[src/rtl/fetch_unit.sv]
// Instruction fetch unit: credit-limited request issue, per-request PC queue,
// in-order instruction buffer, and redirect flush with stale-response dropping.
module fetch_unit #(
  parameter logic [31:0] RESET_PC = 32'h0000_0000,
  parameter int unsigned DEPTH    = 2
) (
  input  logic        clk,
  input  logic        rst_n,
  output logic        imem_req,
  output logic [31:0] imem_addr,
  input  logic        imem_ready,
  input  logic        imem_rvalid,
  input  logic [31:0] imem_rdata,
  input  logic        redirect,
  input  logic [31:0] redirect_target,
  output logic        instr_valid,
  input  logic        instr_ready,
  output logic [31:0] instr,
  output logic [31:0] instr_pc,
  output logic        fetch_err
);
  localparam int unsigned AW = $clog2(DEPTH);
  localparam int unsigned CW = AW + 1;
  localparam logic [CW:0] CREDITS = (CW+1)'(DEPTH);

  logic [31:0]   pc_q, pc_d;
  logic [CW-1:0] out_q, out_d;
  logic [CW-1:0] drop_q, drop_d;
  logic [CW-1:0] buf_cnt_q, buf_cnt_d;
  logic [AW-1:0] pcq_wr_q, pcq_wr_d, pcq_rd_q, pcq_rd_d;
  logic [AW-1:0] buf_wr_q, buf_wr_d, buf_rd_q, buf_rd_d;
  logic          err_q, err_d;

  logic [31:0] pcq_q      [DEPTH];
  logic [31:0] buf_pc_q   [DEPTH];
  logic [31:0] buf_data_q [DEPTH];

  logic          accept, pop, live_resp, push;
  logic [CW:0]   credit_used;

  assign instr_valid = (buf_cnt_q != '0);
  assign instr       = instr_valid ? buf_data_q[buf_rd_q] : '0;
  assign instr_pc    = instr_valid ? buf_pc_q[buf_rd_q]   : '0;
  assign imem_addr   = pc_q;
  assign fetch_err   = err_q;

  // A flush wins over a pop; a response is live only when no stale ones remain.
  assign pop       = instr_valid && instr_ready && !redirect;
  assign live_resp = imem_rvalid && (drop_q == '0);
  assign push      = live_resp && !redirect;

  // Credits cover both in-flight requests and buffered entries, so a returning
  // response always has a free slot; a same-cycle pop frees one immediately.
  assign credit_used = {1'b0, out_q} + {1'b0, buf_cnt_q} - (CW+1)'(pop);
  assign imem_req    = rst_n && !redirect && (drop_q == '0) && (credit_used < CREDITS);
  assign accept      = imem_req && imem_ready;

  always_comb begin
    pc_d      = pc_q;
    err_d     = err_q;
    out_d     = out_q;
    drop_d    = drop_q;
    pcq_wr_d  = pcq_wr_q;
    pcq_rd_d  = pcq_rd_q;
    buf_wr_d  = buf_wr_q;
    buf_rd_d  = buf_rd_q;
    buf_cnt_d = buf_cnt_q;

    if (redirect && (redirect_target[1:0] != 2'b00)) begin
      err_d = 1'b1;
    end

    if (redirect) begin
      pc_d      = {redirect_target[31:2], 2'b00};
      out_d     = '0;
      // Everything still in flight (live or already stale) becomes stale.
      drop_d    = drop_q + out_q - CW'(imem_rvalid);
      pcq_wr_d  = '0;
      pcq_rd_d  = '0;
      buf_wr_d  = '0;
      buf_rd_d  = '0;
      buf_cnt_d = '0;
    end else begin
      if (accept) begin
        pc_d     = pc_q + 32'd4;
        pcq_wr_d = pcq_wr_q + AW'(1);
      end
      if (accept && !live_resp) begin
        out_d = out_q + CW'(1);
      end else if (!accept && live_resp) begin
        out_d = out_q - CW'(1);
      end
      if (imem_rvalid && (drop_q != '0)) begin
        drop_d = drop_q - CW'(1);
      end
      if (live_resp) begin
        pcq_rd_d = pcq_rd_q + AW'(1);
      end
      if (push) begin
        buf_wr_d = buf_wr_q + AW'(1);
      end
      if (pop) begin
        buf_rd_d = buf_rd_q + AW'(1);
      end
      if (push && !pop) begin
        buf_cnt_d = buf_cnt_q + CW'(1);
      end else if (!push && pop) begin
        buf_cnt_d = buf_cnt_q - CW'(1);
      end
    end
  end

  always_ff @(posedge clk or negedge rst_n) begin
    if (!rst_n) begin
      pc_q      <= RESET_PC;
      err_q     <= 1'b0;
      out_q     <= '0;
      drop_q    <= '0;
      pcq_wr_q  <= '0;
      pcq_rd_q  <= '0;
      buf_wr_q  <= '0;
      buf_rd_q  <= '0;
      buf_cnt_q <= '0;
    end else begin
      pc_q      <= pc_d;
      err_q     <= err_d;
      out_q     <= out_d;
      drop_q    <= drop_d;
      pcq_wr_q  <= pcq_wr_d;
      pcq_rd_q  <= pcq_rd_d;
      buf_wr_q  <= buf_wr_d;
      buf_rd_q  <= buf_rd_d;
      buf_cnt_q <= buf_cnt_d;
    end
  end

  // Storage needs no reset: entries are only visible through valid pointers/count.
  always_ff @(posedge clk) begin
    if (accept) begin
      pcq_q[pcq_wr_q] <= pc_q;
    end
    if (push) begin
      buf_pc_q[buf_wr_q]   <= pcq_q[pcq_rd_q];
      buf_data_q[buf_wr_q] <= imem_rdata;
    end
  end

endmodule
[config.mk]
export PLATFORM = sky130hd
export DESIGN_NAME = fetch_unit
export DESIGN_NICKNAME = d
export VERILOG_FILES = /design/src/rtl/fetch_unit.sv
export SDC_FILE = /design/constraint.sdc
export NUM_CORES = 1
export LEC_CHECK = 0
export ABC_AREA = 1
export ABC_CLOCK_PERIOD_IN_PS = 3850
export CAP_MARGIN = 5
export CORE_MARGIN = 2
export CORE_UTILIZATION = 30
export CTS_CLUSTER_SIZE = 16
export DETAILED_ROUTE_END_ITERATION = 8
export GPL_ROUTABILITY_DRIVEN = 1
export SETUP_SLACK_MARGIN = 0.15
export SLEW_MARGIN = 20
export SYNTH_ARGS = -nofsm -noshare
export SYNTH_HDL_FRONTEND = slang
export SYNTH_SLANG_ARGS = --single-unit
export TNS_END_PERCENT = 1
[constraint.sdc]
create_clock -name clk -period 3.85 [get_ports clk]
set_input_delay 0.9625 -clock clk [delete_from_list [all_inputs] [get_ports clk]]
set_output_delay 0.9625 -clock clk [all_outputs]
set_load 0.1 [all_outputs]
---- Word-level counts from Yosys, hierarchy flattened ----
Memories as Yosys holds them, arrays and structs flattened.
Index checks and enable logic that the tools add are counted.
operators by class
  add/sub/neg operators ................... 14
  magnitude comparators ................... 1
  mux-type cells .......................... 24
  reductions and logical operators ........ 30
operator list
  cell                                                                           number
  32-bit 2-to-1 mux                                                              4
  32-bit by 3-bit adder with 32-bit output (second input constant)               1
  2-bit 2-to-1 mux                                                               8
  2-bit nonzero test                                                             8
  1-bit logical AND                                                              14
  1-bit 2-to-1 mux                                                               12
  3-bit nonzero test                                                             2
  2-bit by 1-bit subtractor with 2-bit output (second input constant)            3
  1-bit logical NOT                                                              5
  1-bit adder (second input constant)                                            4
  2-bit by 1-bit adder with 2-bit output (second input constant)                 2
  2-bit by 2-bit adder with 3-bit output                                         1
  3-bit by 2-bit less-than comparator with 1-bit output (second input constant)  1
  3-bit by 1-bit subtractor with 3-bit output                                    1
  2-bit adder                                                                    1
  2-bit logical NOT                                                              1
  2-bit by 1-bit subtractor with 2-bit output                                    1
word-level totals
  register bits after elaboration ......... 43
  memory bits (writable) .................. 192
  bits of input ports ..................... 70
  output and inout port bits .............. 99
  logic and storage cells ................. 81
  memories kept ........................... 3
memories
  name        depth  bits a word  read ports  clocked after memory_dff  write ports  RTL line  text
  buf_data_q  2      32           1           0                         1            36        logic [31:0] buf_data_q [DEPTH];
  buf_pc_q    2      32           1           0                         1            35        logic [31:0] buf_pc_q [DEPTH];
  pcq_q       2      32           1           0                         1            34        logic [31:0] pcq_q [DEPTH];

---- Longest topological paths before layout ----
Gate-level depths: netlist (run 1).
  depth after elaboration ................. 12
  depth in mapped cells ................... 18
  mapped depth without buffers ............ 17

---- Worst setup path after synthesis (run 1) ----
Ideal clock, no wire load.
  path kind ............................... in2reg
  start point ............................. in redirect
  end point ............................... mem buf_data_q[0][0] (enable)
  setup time .............................. 483 ps
  arrival ................................. 4,000 ps
  required time ........................... 3,367 ps
  slack ................................... -633 ps
  stages on the path ...................... 4
  path buffers ............................ 1
  path through ............................ buf_6 > nor2_1 > inv_1 > nor2_1
between the ends
  longest elaborated chain between the ends .. 4
ends and longest elaborated chain
  item                                    RTL line  text
  start, declared                         14        input logic redirect,
  1-bit logical NOT                       50        assign push = live_resp && !redirect;
  1-bit logical AND                       50
  1-bit 2-to-1 mux                        142       if (push) begin
  1-bit 2-to-1 mux (not written as such)  144       buf_data_q[buf_wr_q] <= imem_rdata;
  end, declared                           36
No other way between the ends.

---- Worst setup path after layout (run 1) ----
  start point ............................. in instr_ready
  end point ............................... reg buf_cnt_q[0]
between the ends
  longest elaborated chain between the ends .. 6
  elaborated cells on any way between the ends .. 8
  those cells by class .................... 2 x mux; 6 x reduce/logical
ends and longest elaborated chain
  item                              RTL line  text
  start, declared                   17        input logic instr_ready,
  1-bit logical AND * (2 in a row)  48        assign pop = instr_valid && instr_ready && !redirect;
  1-bit logical NOT                 105       if (push && !pop) begin
  1-bit logical AND                 105
  2-bit 2-to-1 mux                  105
  2-bit 2-to-1 mux                  73        if (redirect) begin
  end signal, assigned              133       buf_cnt_q <= buf_cnt_d;
  end, declared                     29        logic [CW-1:0] buf_cnt_q, buf_cnt_d;
Mark *: on every way between the ends. The rest lies on a longest branch, timed or not.
A chain may end at the register's enable or synchronous reset.

==> results of run 1 <==
-- area by class of cell --
class | count | area, um2
well taps | 442 | 553.0
multi-input cells | 641 | 2898
repair buffers | 222 | 2741
inverters | 66 | 257.7
fillers | 3060 | 18480
flip-flops and latches | 225 | 6554
clock buffers | 34 | 711.9
clock inverters | 14 | 180.2
-- routing by layer --
layer  share of wire (%)  global-route usage, %
met4                 3.5                  5.524
met2                  46                  25.67
met5                   0                      0
met3                 7.4                  3.280
met1                  43                  19.50
-- sequential cells by signal, indices dropped and copies added, names as in the netlist, 2 cells and up --
name	count
buf_data_q	64
buf_pc_q	60
pcq_q	60
imem_addr	30
buf_cnt_q	2
drop_q	2
out_q	2
-- worst paths after layout --
check / from / endpoint / slack (ps)
max: instr_ready / buf_cnt_q[0] / -50
min: fetch_err / fetch_err / 480
max reg2reg: buf_cnt_q[1] / buf_cnt_q[0] / 30
min reg2reg: fetch_err / fetch_err / 480
max in group asynchronous: rst_n / buf_cnt_q[1] / 2780
min in group asynchronous: rst_n / imem_addr[26] / 650
-- power groups by stage --
stage	Clock (W)	Sequential [W]	Combinational, W
after detailed placement	0	0.00306	0.00513
after global placement	0	0.00305	0.00510
after global routing	0.00268	0.00303	0.00560
after CTS	0.00258	0.00301	0.00530
final	0.00252	0.00301	0.00537
after floorplan	0	0.00324	0.00306
-- kinds of logic (layout without fill, tap and decap cells) --
| group | count (synthesis) | in the layout | share of synthesized area (%) |
|---|---|---|---|
| adder cells (fa/ha/maj) | 7 | 7 | 0.9702 |
| buffers and inverters | 105 | 336 | 4.545 |
| XOR/XNOR | 15 | 15 | 1.341 |
| flip-flops | 225 | 225 | 66.85 |
| AO/OA/AOI/OAI | 100 | 100 | 5.375 |
| AND/OR/NAND/NOR | 514 | 514 | 20.77 |
| multiplexers | 1 | 1 | 0.1149 |
| other | 1 | 4 | 0.03826 |
-- stage by stage --
| step | cell area [um2] | setup TNS (ps) | std cells |
|---|---|---|---|
| floorplan | 9814 | -68830 | 971 |
| finish | 13900 | -82.66 | 1644 |
| detailed placement | 12640 | -8063 | 1562 |
| CTS | 13800 | 0 | 1641 |
| global placement | 12640 | -4645 | 1562 |
| global route | 13900 | -203.4 | 1644 |
-- worst max-delay path: cells and delay by family --
family	cells	cell delay, ps
buffers and inverters	26	2860
AOI/OAI and AO/OA	2	180
and+or+nand+nor	3	290
-- placed cells by master (no fill, tap or decap), types with 31 or more instances in the layout --
| cell | instances |
|---|---|
| nand2_1 | 405 |
| edfxtp_1 | 184 |
| buf_4 | 72 |
| buf_12 | 69 |
| a21oi_1 | 67 |
| clkdlybuf4s50_1 | 67 |
| inv_1 | 57 |
| nor2_1 | 53 |
| dfrtp_1 | 39 |
| nand3_1 | 31 |
-- repair_timing --
item | in CTS | in global routing
resized for setup | 17 | 20
pin swaps | 8 | 7
endpoints found under the setup margin | 1 | 33
setup buffers | 31 | 3
==> results.md, run 1 <==
* Status: finished with violations
* Failing checks: setup timing
* Power Density at 784.1 nW/um2
* Die width at 184.7 um
* Crit path arrival time at 4300 ps
* Input/output buffers at 164
* Pre-CTS setup slack at -469.1 ps
* Sink Count at 225
* Setup CP Type: in -> reg
* Syn_area_per_cell at 10.12 um2
* Post-route ant nets at 0
* Top cell type's share of synthesized area at 56.38%
* Final Hold Viols at 0
* Vias in the first global route at 7260
* Register bit total from synthesis at 225
* Initial Utilization at 30.28%
* Gr usage total at 15.30%
* Max Freq at 256.3 MHz
* Die Y at 184.7 um
* # Max-Cap Violations at 0
* GR Overflow Total at 0
* Final Cycle Share at 101.3%
* Top-count cell post-synth: nand2_1
* Max VDD drop at 0.4207 mV
* Post-route DRC at 0
* Top cells by area, synth: edfxtp_1 56%, nand2_1 16%, dfrtp_1 10%
* Final Routed Wirelength at 26210 um
* Post-synthesis sequential area ratio at 66.85%
* CP dominant cell by count: buf_4
* Share of cells above drive strength 1 at 18.47%
* R2R cell count at 30
* EDFF count, synth at 184
* H-tree Lvls at 1
* Distinct cells, synth at 34
* First-pass GRT wire length at 40400 um
* HP Class: reg -> reg
* Slew at the pin with the worst max-slew slack at 1050 ps
* Main synth FF type: edfxtp_1
* Via density at 4.470
* DR pass1 iterations at 6
* Worst hold margin at 478.9 ps
* Final net count at 1259
* GP Congestion at 0.8804
* P_int at 0.006090 W
* Most common library cells after synthesis: 408 x nand2_1, 184 x edfxtp_1, 67 x a21oi_1
* Switch share at 44.11%
* Largest net degree at the start of global routing at 64
* Clock Tree Buf Depth at 3
* Synth area leader: edfxtp_1
* CTS tree: done
* Initial antenna violation count at 0
* Num CTS Buffers at 26
* Slowest stage delay, CP at 130 ps
* CP Capture Type: flop
* Ys Warns at 0
* Sw power at 0.004807 W
* Final WS setup at -51.76 ps
* Starting DRT DRC Count at 508
* Clock skew at 13.59 ps
* Fin crit period at 3902 ps
* Hpwl dp at 16770 um
* WL per Instance at 15.94 um
* Seq pwr share at 27.6%
* P_leak at 5.513 nW
* Vias at 7348
* Startpoint Class: input port
* ANT cells at 0
* Hold_buf cts at 0
* Clk root buf: clkbuf_16
* Mapped Cells at 968
* Area Overhead vs Synth at 41.78%
* Pwr Total at 0.01090 W
* Num rows at 66
* Mapped cell area at 9801 um2
* Die area at 34130 um2
* Worst path slowest cell: buf_4
* Post-synth ARST share at 18.22%
* Final setup viols at 3
* # IOs at 169
* Clock power share at 23.2%
* Hold Crit Depth at 1
* Util after Layout at 42.93%
* Core area at 32370 um2
* Max Slew Vio Count at 0
* Clk slew on worst S/H paths at 60 ps
* RSZ-0062 raised after global routing: yes
* Crit Path Max Fanout at 4
* Req. time, crit path at 4250 ps
* Slew HR at 29.95%
* Comb pwr share at 49.2%
* Clk_lat worst skew at 520 ps
Power figures use the tool's default switching activity.
==> run 2, diff against run 1 <==
Settings changed: ABC_CLOCK_PERIOD_IN_PS 3850 to default.
==> results of run 2 <==
Final layout, timing and power as in run 1 (identical DEF).
